## src/rtl/mul_pkg.sv

```systemverilog
// Shared definitions for the sequential shift-add multiplier: op codes, FSM
// states, widths and the flag bundle.
package mul_pkg;

  localparam int unsigned ITER  = 32;
  localparam int unsigned OP_W  = 32;
  localparam int unsigned ACC_W = 2 * OP_W;
  localparam int unsigned RA_W  = 4;

  typedef enum logic [1:0] {
    OP_MUL   = 2'b00,
    OP_UMULL = 2'b01,
    OP_SMULL = 2'b10,
    OP_RSVD  = 2'b11
  } op_e;

  typedef enum logic [2:0] {
    ST_IDLE  = 3'd0,
    ST_CALC  = 3'd1,
    ST_WR_LO = 3'd2,
    ST_WR_HI = 3'd3,
    ST_DONE  = 3'd4
  } state_e;

  typedef struct packed {
    logic n;
    logic z;
    logic c;
    logic v;
  } flags_t;

  // Two's-complement magnitude; 0x80000000 maps to itself, read as unsigned.
  function automatic logic [OP_W-1:0] mag(input logic [OP_W-1:0] x);
    return x[OP_W-1] ? OP_W'(~x + 1'b1) : x;
  endfunction

endpackage

```

## src/rtl/mul_shift_add.sv

```systemverilog
// Radix-2 shift-add datapath: operand shift registers and 64-bit accumulator.
// product includes the step being taken this cycle so the final value is
// visible on the same edge that retires the last iteration.
module mul_shift_add
  import mul_pkg::*;
#(
  parameter int unsigned W = OP_W
) (
  input  logic           clk,
  input  logic           reset,
  input  logic           clear,
  input  logic           step,
  input  logic [W-1:0]   a,
  input  logic [W-1:0]   b,
  output logic [2*W-1:0] product
);

  logic [2*W-1:0] mcand_q;
  logic [W-1:0]   mplier_q;
  logic [2*W-1:0] acc_q;
  logic [2*W-1:0] addend;
  logic [2*W-1:0] acc_sum;

  assign addend  = mplier_q[0] ? mcand_q : '0;
  assign acc_sum = acc_q + addend;
  assign product = step ? acc_sum : acc_q;

  always_ff @(posedge clk or posedge reset) begin
    if (reset) begin
      mcand_q  <= '0;
      mplier_q <= '0;
      acc_q    <= '0;
    end else if (clear) begin
      mcand_q  <= {W'(0), a};
      mplier_q <= b;
      acc_q    <= '0;
    end else if (step) begin
      mcand_q  <= {mcand_q[2*W-2:0], 1'b0};
      mplier_q <= {1'b0, mplier_q[W-1:1]};
      acc_q    <= acc_sum;
    end
  end

endmodule

```

## src/rtl/mul_seq.sv

```systemverilog
// Sequential multiplier (MUL/UMULL/SMULL) that writes its result through a
// register-file write port and reports N/Z flags.
module mul_seq
  import mul_pkg::*;
#(
  parameter int unsigned ITER = mul_pkg::ITER
) (
  input  logic              clk,
  input  logic              reset,
  input  logic              start,
  input  logic [1:0]        op,
  input  logic [OP_W-1:0]   a,
  input  logic [OP_W-1:0]   b,
  input  logic [RA_W-1:0]   rd_lo,
  input  logic [RA_W-1:0]   rd_hi,
  output logic              busy,
  output logic              done,
  output logic              reg_we,
  output logic [RA_W-1:0]   reg_wa,
  output logic [OP_W-1:0]   reg_wd,
  output logic [3:0]        flags
);

  localparam int unsigned CNT_W = (ITER > 1) ? $clog2(ITER) : 1;

  state_e             state_q, state_d;
  logic [CNT_W-1:0]   cnt_q;
  op_e                op_q, op_dec;
  logic               sign_q;
  logic [RA_W-1:0]    rd_lo_q, rd_hi_q;
  flags_t             flags_q, flags_d;

  logic               clear, step, is_long;
  logic [OP_W-1:0]    a_in, b_in;
  logic [ACC_W-1:0]   raw, prod;

  logic               busy_d, done_d, reg_we_d;
  logic [RA_W-1:0]    reg_wa_d;
  logic [OP_W-1:0]    reg_wd_d;

  // Reserved encoding behaves as plain MUL.
  always_comb begin
    op_dec = OP_MUL;
    if (op == OP_UMULL)      op_dec = OP_UMULL;
    else if (op == OP_SMULL) op_dec = OP_SMULL;
  end

  assign a_in    = (op_dec == OP_SMULL) ? mag(a) : a;
  assign b_in    = (op_dec == OP_SMULL) ? mag(b) : b;
  assign is_long = (op_q == OP_UMULL) || (op_q == OP_SMULL);
  assign prod    = (op_q == OP_SMULL && sign_q) ? ACC_W'(~raw + 1'b1) : raw;

  mul_shift_add #(.W(OP_W)) u_dp (
    .clk     (clk),
    .reset   (reset),
    .clear   (clear),
    .step    (step),
    .a       (a_in),
    .b       (b_in),
    .product (raw)
  );

  always_ff @(posedge clk or posedge reset) begin
    if (reset) state_q <= ST_IDLE;
    else       state_q <= state_d;
  end

  // Next state, datapath control and next values of the registered outputs.
  always_comb begin
    state_d  = state_q;
    clear    = 1'b0;
    step     = 1'b0;
    flags_d  = flags_q;
    case (state_q)
      ST_IDLE: begin
        if (start) begin
          state_d = ST_CALC;
          clear   = 1'b1;
        end
      end
      ST_CALC: begin
        step = 1'b1;
        if (cnt_q == CNT_W'(ITER - 1)) state_d = ST_WR_LO;
      end
      ST_WR_LO: state_d = is_long ? ST_WR_HI : ST_DONE;
      ST_WR_HI: state_d = ST_DONE;
      ST_DONE:  state_d = ST_IDLE;
      default:  state_d = ST_IDLE;
    endcase

    busy_d   = (state_d != ST_IDLE);
    done_d   = (state_d == ST_DONE);
    reg_we_d = 1'b0;
    reg_wa_d = '0;
    reg_wd_d = '0;
    if (state_d == ST_WR_LO) begin
      reg_we_d  = 1'b1;
      reg_wa_d  = rd_lo_q;
      reg_wd_d  = prod[OP_W-1:0];
      flags_d.c = 1'b0;
      flags_d.v = 1'b0;
      if (is_long) begin
        flags_d.n = prod[ACC_W-1];
        flags_d.z = (prod == '0);
      end else begin
        flags_d.n = prod[OP_W-1];
        flags_d.z = (prod[OP_W-1:0] == '0);
      end
    end else if (state_d == ST_WR_HI) begin
      reg_we_d = 1'b1;
      reg_wa_d = rd_hi_q;
      reg_wd_d = prod[ACC_W-1:OP_W];
    end
  end

  always_ff @(posedge clk or posedge reset) begin
    if (reset) begin
      cnt_q   <= '0;
      op_q    <= OP_MUL;
      sign_q  <= 1'b0;
      rd_lo_q <= '0;
      rd_hi_q <= '0;
    end else if (clear) begin
      cnt_q   <= '0;
      op_q    <= op_dec;
      sign_q  <= (op_dec == OP_SMULL) && (a[OP_W-1] ^ b[OP_W-1]);
      rd_lo_q <= rd_lo;
      rd_hi_q <= rd_hi;
    end else if (step) begin
      cnt_q   <= cnt_q + 1'b1;
    end
  end

  always_ff @(posedge clk or posedge reset) begin
    if (reset) begin
      busy    <= 1'b0;
      done    <= 1'b0;
      reg_we  <= 1'b0;
      reg_wa  <= '0;
      reg_wd  <= '0;
      flags_q <= '0;
    end else begin
      busy    <= busy_d;
      done    <= done_d;
      reg_we  <= reg_we_d;
      reg_wa  <= reg_wa_d;
      reg_wd  <= reg_wd_d;
      flags_q <= flags_d;
    end
  end

  assign flags = flags_q;

endmodule

```

## config.mk

```make
export PLATFORM = sky130hd
export DESIGN_NAME = mul_seq
export DESIGN_NICKNAME = d
export VERILOG_FILES = /design/src/rtl/mul_pkg.sv /design/src/rtl/mul_shift_add.sv /design/src/rtl/mul_seq.sv
export SDC_FILE = /design/constraint.sdc
export NUM_CORES = 1
export LEC_CHECK = 0
export BUFFER_PORTS_ARGS = -buffer_cell sky130_fd_sc_hd__buf_2
export CAP_MARGIN = 20
export CORE_UTILIZATION = 50
export CTS_CLUSTER_SIZE = 25
export DETAILED_ROUTE_END_ITERATION = 7
export PLACE_DENSITY = 0.77
export SLEW_MARGIN = 30
export SYNTH_ARGS = -nofsm -noshare
export SYNTH_HDL_FRONTEND = slang
export SYNTH_SLANG_ARGS = --single-unit
```

## constraint.sdc

```tcl
create_clock -name clk -period 7.1 [get_ports clk]
set_input_delay 0.71 -clock clk [delete_from_list [all_inputs] [get_ports clk]]
set_output_delay 0.71 -clock clk [all_outputs]
set_load 0.005 [all_outputs]
```

After elaboration in Yosys (flattened, before gate mapping)
Index checks and enable logic that the tools add are counted.

word-level totals
  register bits = 220
  input bits = 77
  output and inout bits = 43
  logic and storage cells = 75

cells by class
  add/sub/neg operators = 5
  equal/unequal tests = 12
  muxes and demuxes = 30
  bitwise logic cells = 4
  reductions and logical operators = 8

operator list
  operator               count
  $mux 64                6
  $mux 32                8
  $add 32x1->32 const B  2
  $add 64x1->64 const B  1
  $add 64x64->64         1
  $logic_not 64->1       1
  $not 32->32            2
  $not 64->64            1
  $logic_not 32->1       1
  $eq 3x2->1 const B     4
  $pmux 3 s4             1
  $mux 5                 2
  $mux 3                 3
  $mux 4                 2
  $eq 2x2->1 const B     3
  $mux 2                 3
  $add 5x1->5 const B    1
  $eq 5x5->1 const B     1
  $mux 1                 5
  $eq 2x1->1 const B     2
  $eq 3x1->1 const B     1
  $eq 3x3->1 const B     1
  $logic_not 3->1        1
  $reduce_bool 3->1      1
  other kinds (4)        5

Depth between registers and ports, before layout
  depth after elaboration = 8
  depth in mapped cells = 29
  depth with buffers taken out = 20

Cells and area by module
From an unflattened synthesis, not the netlist that was laid out.

second synthesis, totals
  cells, all modules = 2043
  area, all modules = 17195.2 µm²

modules (own cells, without submodules)
  module         instances  cells an instance  area an instance (µm²)  sequential area each (µm²)
  mul_shift_add  1          1307               11616.1                 4003.8
  mul_seq        1          736                5579.1                  1501.4

Worst setup path after synthesis
No wires, ideal clock.

  path type = flip-flop to flip-flop
  start = register state_q[1]
  end = register flags_q, in the netlist flags[2]
  library setup time = 76 ps
  arrival time = 5495 ps
  data required time = 7024 ps
  setup slack = 1529 ps
  stages on the path, launching flop included = 27
  path buffers = 11
  clock period less this slack = 5571 ps
  path through = dfrtp_1 > buf_2 > nor3b_2 > buf_6 > buf_6 > buf_2 > buf_2 > buf_2 > buf_1 > buf_1 > clkbuf_1 > mux2i_1 > ha_1 > nand2_1 > nor2_1 > and3_1 > clkbuf_1 > nand4b_1 > nand4bb_1 > buf_4 > nor3_4 > nand4_1 > a21boi_1 > o211ai_2 > nor4_2 > nand4_1 > o21ai_1

on the way
  longest elaborated chain between the ends = 8
  elaborated cells on any way between the ends = 16
  classes of those cells = add/sub (1); eq/ne (4); mux (7); bitwise (1); reduce/logical (3)

ends and longest elaborated chain
  item                                                         line                            text
  start: declaration                                           mul_seq.sv:26                   state_e state_q, state_d;
  start signal: assignment                                     mul_seq.sv:65                   else state_q <= state_d;
  $eq 3x1->1                                                   mul_seq.sv:74                   case (state_q)
  $mux 1                                                       mul_seq.sv:74
  $mux 64                                                      mul_shift_add.sv:26             assign product = step ? acc_sum : acc_q;
  $not 64->64                                                  mul_seq.sv:51                   assign prod = (op_q == OP_SMULL && sign_q) ? ACC_W'(~raw + 1'b1) : raw;
  $add 64x1->64                                                mul_seq.sv:51
  $mux 64                                                      mul_seq.sv:51
  $logic_not 64->1 / $logic_not 32->1 (equally long branches)  mul_seq.sv:104, mul_seq.sv:107
  $mux 2                                                       mul_seq.sv:102                  if (is_long) begin
  end signal: assignment                                       mul_seq.sv:148                  flags_q <= flags_d;
  end: declaration                                             mul_seq.sv:31                   flags_t flags_q, flags_d;

Several ways; a longest one is shown, not always the timed one.
A chain may end at the register's enable or synchronous reset.

Worst setup path after layout
  start = register u_dp.mplier_q[0]
  end = register flags_q, in the netlist flags[2]

on the way
  longest elaborated chain between the ends = 8
  elaborated cells on any way between the ends = 9
  classes of those cells = add/sub (2); mux (4); bitwise (1); reduce/logical (2)

ends and longest elaborated chain
  item                                                         line                            text
  start: declaration                                           mul_shift_add.sv:19             logic [W-1:0] mplier_q;
  start signal: assignment                                     mul_shift_add.sv:39             mplier_q <= {1'b0, mplier_q[W-1:1]};
  $mux 64 *                                                    mul_shift_add.sv:24             assign addend = mplier_q[0] ? mcand_q : '0;
  $add 64x64->64 *                                             mul_shift_add.sv:25             assign acc_sum = acc_q + addend;
  $mux 64 *                                                    mul_shift_add.sv:26
  $not 64->64                                                  mul_seq.sv:51
  $add 64x1->64                                                mul_seq.sv:51
  $mux 64 *                                                    mul_seq.sv:51
  $logic_not 64->1 / $logic_not 32->1 (equally long branches)  mul_seq.sv:104, mul_seq.sv:107
  $mux 2 *                                                     mul_seq.sv:102

Every way passes the cells marked *; elsewhere a longest branch is shown, timed or not.

==> qor.yml <==
run_status:
  status: "finished, final reports clean"
clocking:
  cts-htree-levels: 1
  clockBufferDepth: 3
  clk_latency_ns: 0.57
  clkTransAtPathRegs_ns: 0.06
  cts_sinks: 220
  cts_tree: "done"
  root_buffer: "clkbuf_16"
  cts_setup_buffers: 0
  cts.hold.buffers_added: 0
  numCtsBuffers: 27
  post_cts_resize_count: 0
cells_and_area:
  drive_gt1_share_pct: 10.73
  nets: 2465
  area_delta_synth_final_pct: 9.155
  finish.instance_area_um2: 19560
  final_util_pct: 56.07
  insertedDiodeCount: 0
power_and_ir_drop:
  p_per_area_nw_per_um2: 505.9
  combPwrFrac_pct: 64.3
  clkPwrFrac_pct: 14.5
  power.total_mw: 9.895
  swShare_pct: 52.34
  internal_power_mw: 4.716
  ir_drop_v: 0.0002465
  power_frac_seq_pct: 21.2
  p_sw_mw: 5.179
  leakage_nw: 8.654
die:
  dieArea_um2: 36600
  ios: 120
  dieWidth_um: 191.3
  rows: 68
  die_h_um: 191.3
  start_util_pct: 51.36
  core_area_um2: 34880
global_routing:
  grt_pass1_vias: 16520
  grt_start_max_net_pins: 85
  antenna_found_initial: 0
  grt_pass1_wl_um: 90370
  grt_overflow_total: 0
  grt_use_total_pct: 31.11
worst_setup_path:
  cp_data_arrival_time_ns: 6.56
  crit_top_cell: "o21ai_1"
  critPathRequiredTime_ns: 7.59
  timing_worst_setup_path_type: "reg2reg"
  crit_path_top_delay_cell: "or3_1"
  reg2reg_depth: 20
  cp.depth: 20
  timing.critical_path.buf_inv: 2
  cp_top_family: "simple AND/OR/NAND/NOR gates"
  critPathCapture: "flags[2]"
  start_kind: "flip-flop"
  r2r_start: "u_dp.mplier_q[0]"
  reg2reg_slack_ns: 1.03
  worstPathCellList: "buf_4, and2_1, ha_1, inv_1, fa_1, nand2b_1, a211o_1, or3_1, a211oi_2, nor2_1, mux2_2, a21oi_1, nand4bb_1, nor3_4, o2111ai_2, o21ai_1, xnor2_1, a211oi_1, nand4_1, o21ai_1"
  r2r-end: "flags[2]"
  slowest_delay_ns: 0.47
  endpoint_kind: "flip-flop"
  crit_start: "u_dp.mplier_q[0]"
  crit_fanout: 31
detailed_routing:
  vias: 17610
  ant_nets: 0
  wl_per_cell_um: 20.40
  firstDrtPassIters: 8
  routed_wirelength_um: 57000
  drc: 0
  first_iter_violations: 1728
  viasPerCell: 6.301
place:
  hpwl_um: 42560
  placement.cell_area_um2: 18620
  numPortBuffers: 117
  place.gp.congestion: 1.008
synthesis:
  synth_seq_cells: 220
  syn-instance-count: 2289
  synth_top_area_cell: "dfrtp_1"
  netlist.area_leader.share_pct: 30.73
  synth-seq-area-share_pct: 30.73
  synth_edf_count: 0
  syn_area_per_cell_um2: 7.828
  synth_area_leaders: "dfrtp_1 (31%), nand2_1 (8.2%), a21oi_1 (4.8%)"
  synthArstFlopShare_pct: 100.0
  synthFlopType: "dfrtp_1"
  yosysMostFrequentCell: "nand2_1"
  synth.distinct_cells: 106
  synthesis.area_um2: 17920
  synth_common_cells: "nand2_1 (390), nor2_1 (221), dfrtp_1 (220)"
  yosysWarnings: 0
timing:
  min_period_ns: 6.073
  rsz0062_at_grt: "false"
  skew_ns: 0.01895
  setup_viol: 0
  relSlewSlack_pct: 36.97
  worst_slew_pin_slew_ns: 0.9369
  fin_crit_sh_pct: 85.54
  fmax_mhz: 164.7
  setup_tns_ns: 0
  hold_viol_final: 0
  finalMaxSlewViolations: 0
hold_path:
  hold_class: "in2async"
run:
  maxCapViolCount: 0
through the flow:
step                      worst slack [ns]  hold WS [ns]  cells
after CTS                            1.127        0.2309   2794
after floorplan                     0.3689        0.4461   2290
after global placement               1.332        0.4598   2743
final                                1.027        0.2121   2794
after detailed placement             1.187        0.4627   2744
after global routing                0.5467        0.2563   2794
logic make-up (layout without fill, tap and decap cells):
| group | count (synthesis) | count (layout) | share of synthesized area [%] |
|---|---|---|---|
| other | 1 | 2 | 0.02093 |
| XOR/XNOR | 142 | 142 | 6.941 |
| buffers and inverters | 175 | 224 | 4.462 |
| multiplexers | 24 | 24 | 1.355 |
| AO/OA/AOI/OAI | 630 | 630 | 23.26 |
| flip-flops | 220 | 220 | 30.73 |
| AND/OR/NAND/NOR | 1027 | 1027 | 28.30 |
| adder cells (fa/ha/maj) | 70 | 70 | 4.930 |
power groups by stage:
stage	clock network, mW	registers [mW]	logic, mW
after floorplan	0	1.96	4.65
after global placement	0	2.09	6.09
after detailed placement	0	2.10	6.18
after CTS	1.46	2.09	6.21
after global routing	1.51	2.15	6.90
final	1.44	2.10	6.36
placed cells by master, fill, tap and decap left out, drive strengths merged, types with 9 or more instances in the layout:
| cell type | Yosys | final |
|---|---|---|
| nand2 | 390 | 390 |
| nor2 | 221 | 221 |
| dfrtp | 220 | 220 |
| a21oi | 174 | 174 |
| buf | 46 | 142 |
| o21ai | 111 | 111 |
| and2 | 110 | 110 |
| a31oi | 84 | 84 |
| xnor2 | 77 | 77 |
| ha | 69 | 69 |
| xor2 | 65 | 65 |
| nor3 | 62 | 62 |
| nand4 | 38 | 38 |
| nand3 | 38 | 38 |
| inv | 32 | 36 |
| o31ai | 33 | 33 |
| nor4 | 32 | 32 |
| clkbuf | 97 | 32 |
| o22ai | 30 | 30 |
| and3 | 27 | 27 |
| a21o | 26 | 26 |
| mux2i | 22 | 22 |
| o211ai | 22 | 22 |
| a211oi | 20 | 20 |
| nand2b | 19 | 19 |
| and4 | 16 | 16 |
| o41ai | 16 | 16 |
| o21a | 15 | 15 |
| or3 | 15 | 15 |
| nor3b | 13 | 13 |
| a221oi | 11 | 11 |
| or4 | 10 | 10 |
| o21bai | 9 | 9 |
| a21boi | 9 | 9 |
how the worst min path moves through the flow:
| stage | from | to |
|---|---|---|
| 4_1_cts | reset | u_dp.mplier_q[14] |
| 5_1_grt | reset | u_dp.mplier_q[15] |
| 3_3_place_gp | rd_hi_q[2] | rd_hi_q[2] |
| 3_5_place_dp | rd_hi_q[3] | rd_hi_q[3] |
| 6_report | reset | u_dp.mplier_q[14] |
| 2_1_floorplan | rd_hi_q[0] | rd_hi_q[0] |
flip-flops by register name, summed over array words and instances, names as in the netlist:
register       flops
u_dp.acc_q        64
reg_we             1
rd_lo_q            4
op_q               2
flags              2
rd_hi_q            4
reg_wd            32
cnt_q              5
state_q            3
reg_wa             4
busy               1
u_dp.mplier_q     32
sign_q             1
done               1
u_dp.mcand_q      64
worst register-to-register path, delay by kind of cell, from the launching register on:
family | cells | cell delay [ns]
xor+xnor | 1 | 0.11
mux | 1 | 0.30
buf+inv | 2 | 0.40
fa+ha+maj | 2 | 0.59
flops | 1 | 0.45
compound gates | 7 | 2.04
simple gates | 7 | 2.11
area by class of cell:
type	count	area (um2)
Inverter	32	127.6
Multi-Input combinational cell	1895	11640
Clock inverter	18	205.2
Clock buffer	32	714.4
Fill cell	3262	15330
Timing Repair Buffer	142	797.0
Tap cell	455	569.3
Sequential cell	220	5505
routing by layer:
layer | GRT usage [%] | vias up | share of wire [%]
met5 | 0 | - | 0
met1 | 44.00 | 8403 | 44
met4 | 8.913 | 0 | 3.1
met2 | 49.43 | 765 | 45
li1 | - | 8333 | -
met3 | 4.149 | 105 | 7.5
Power figures use the tool's default switching activity.
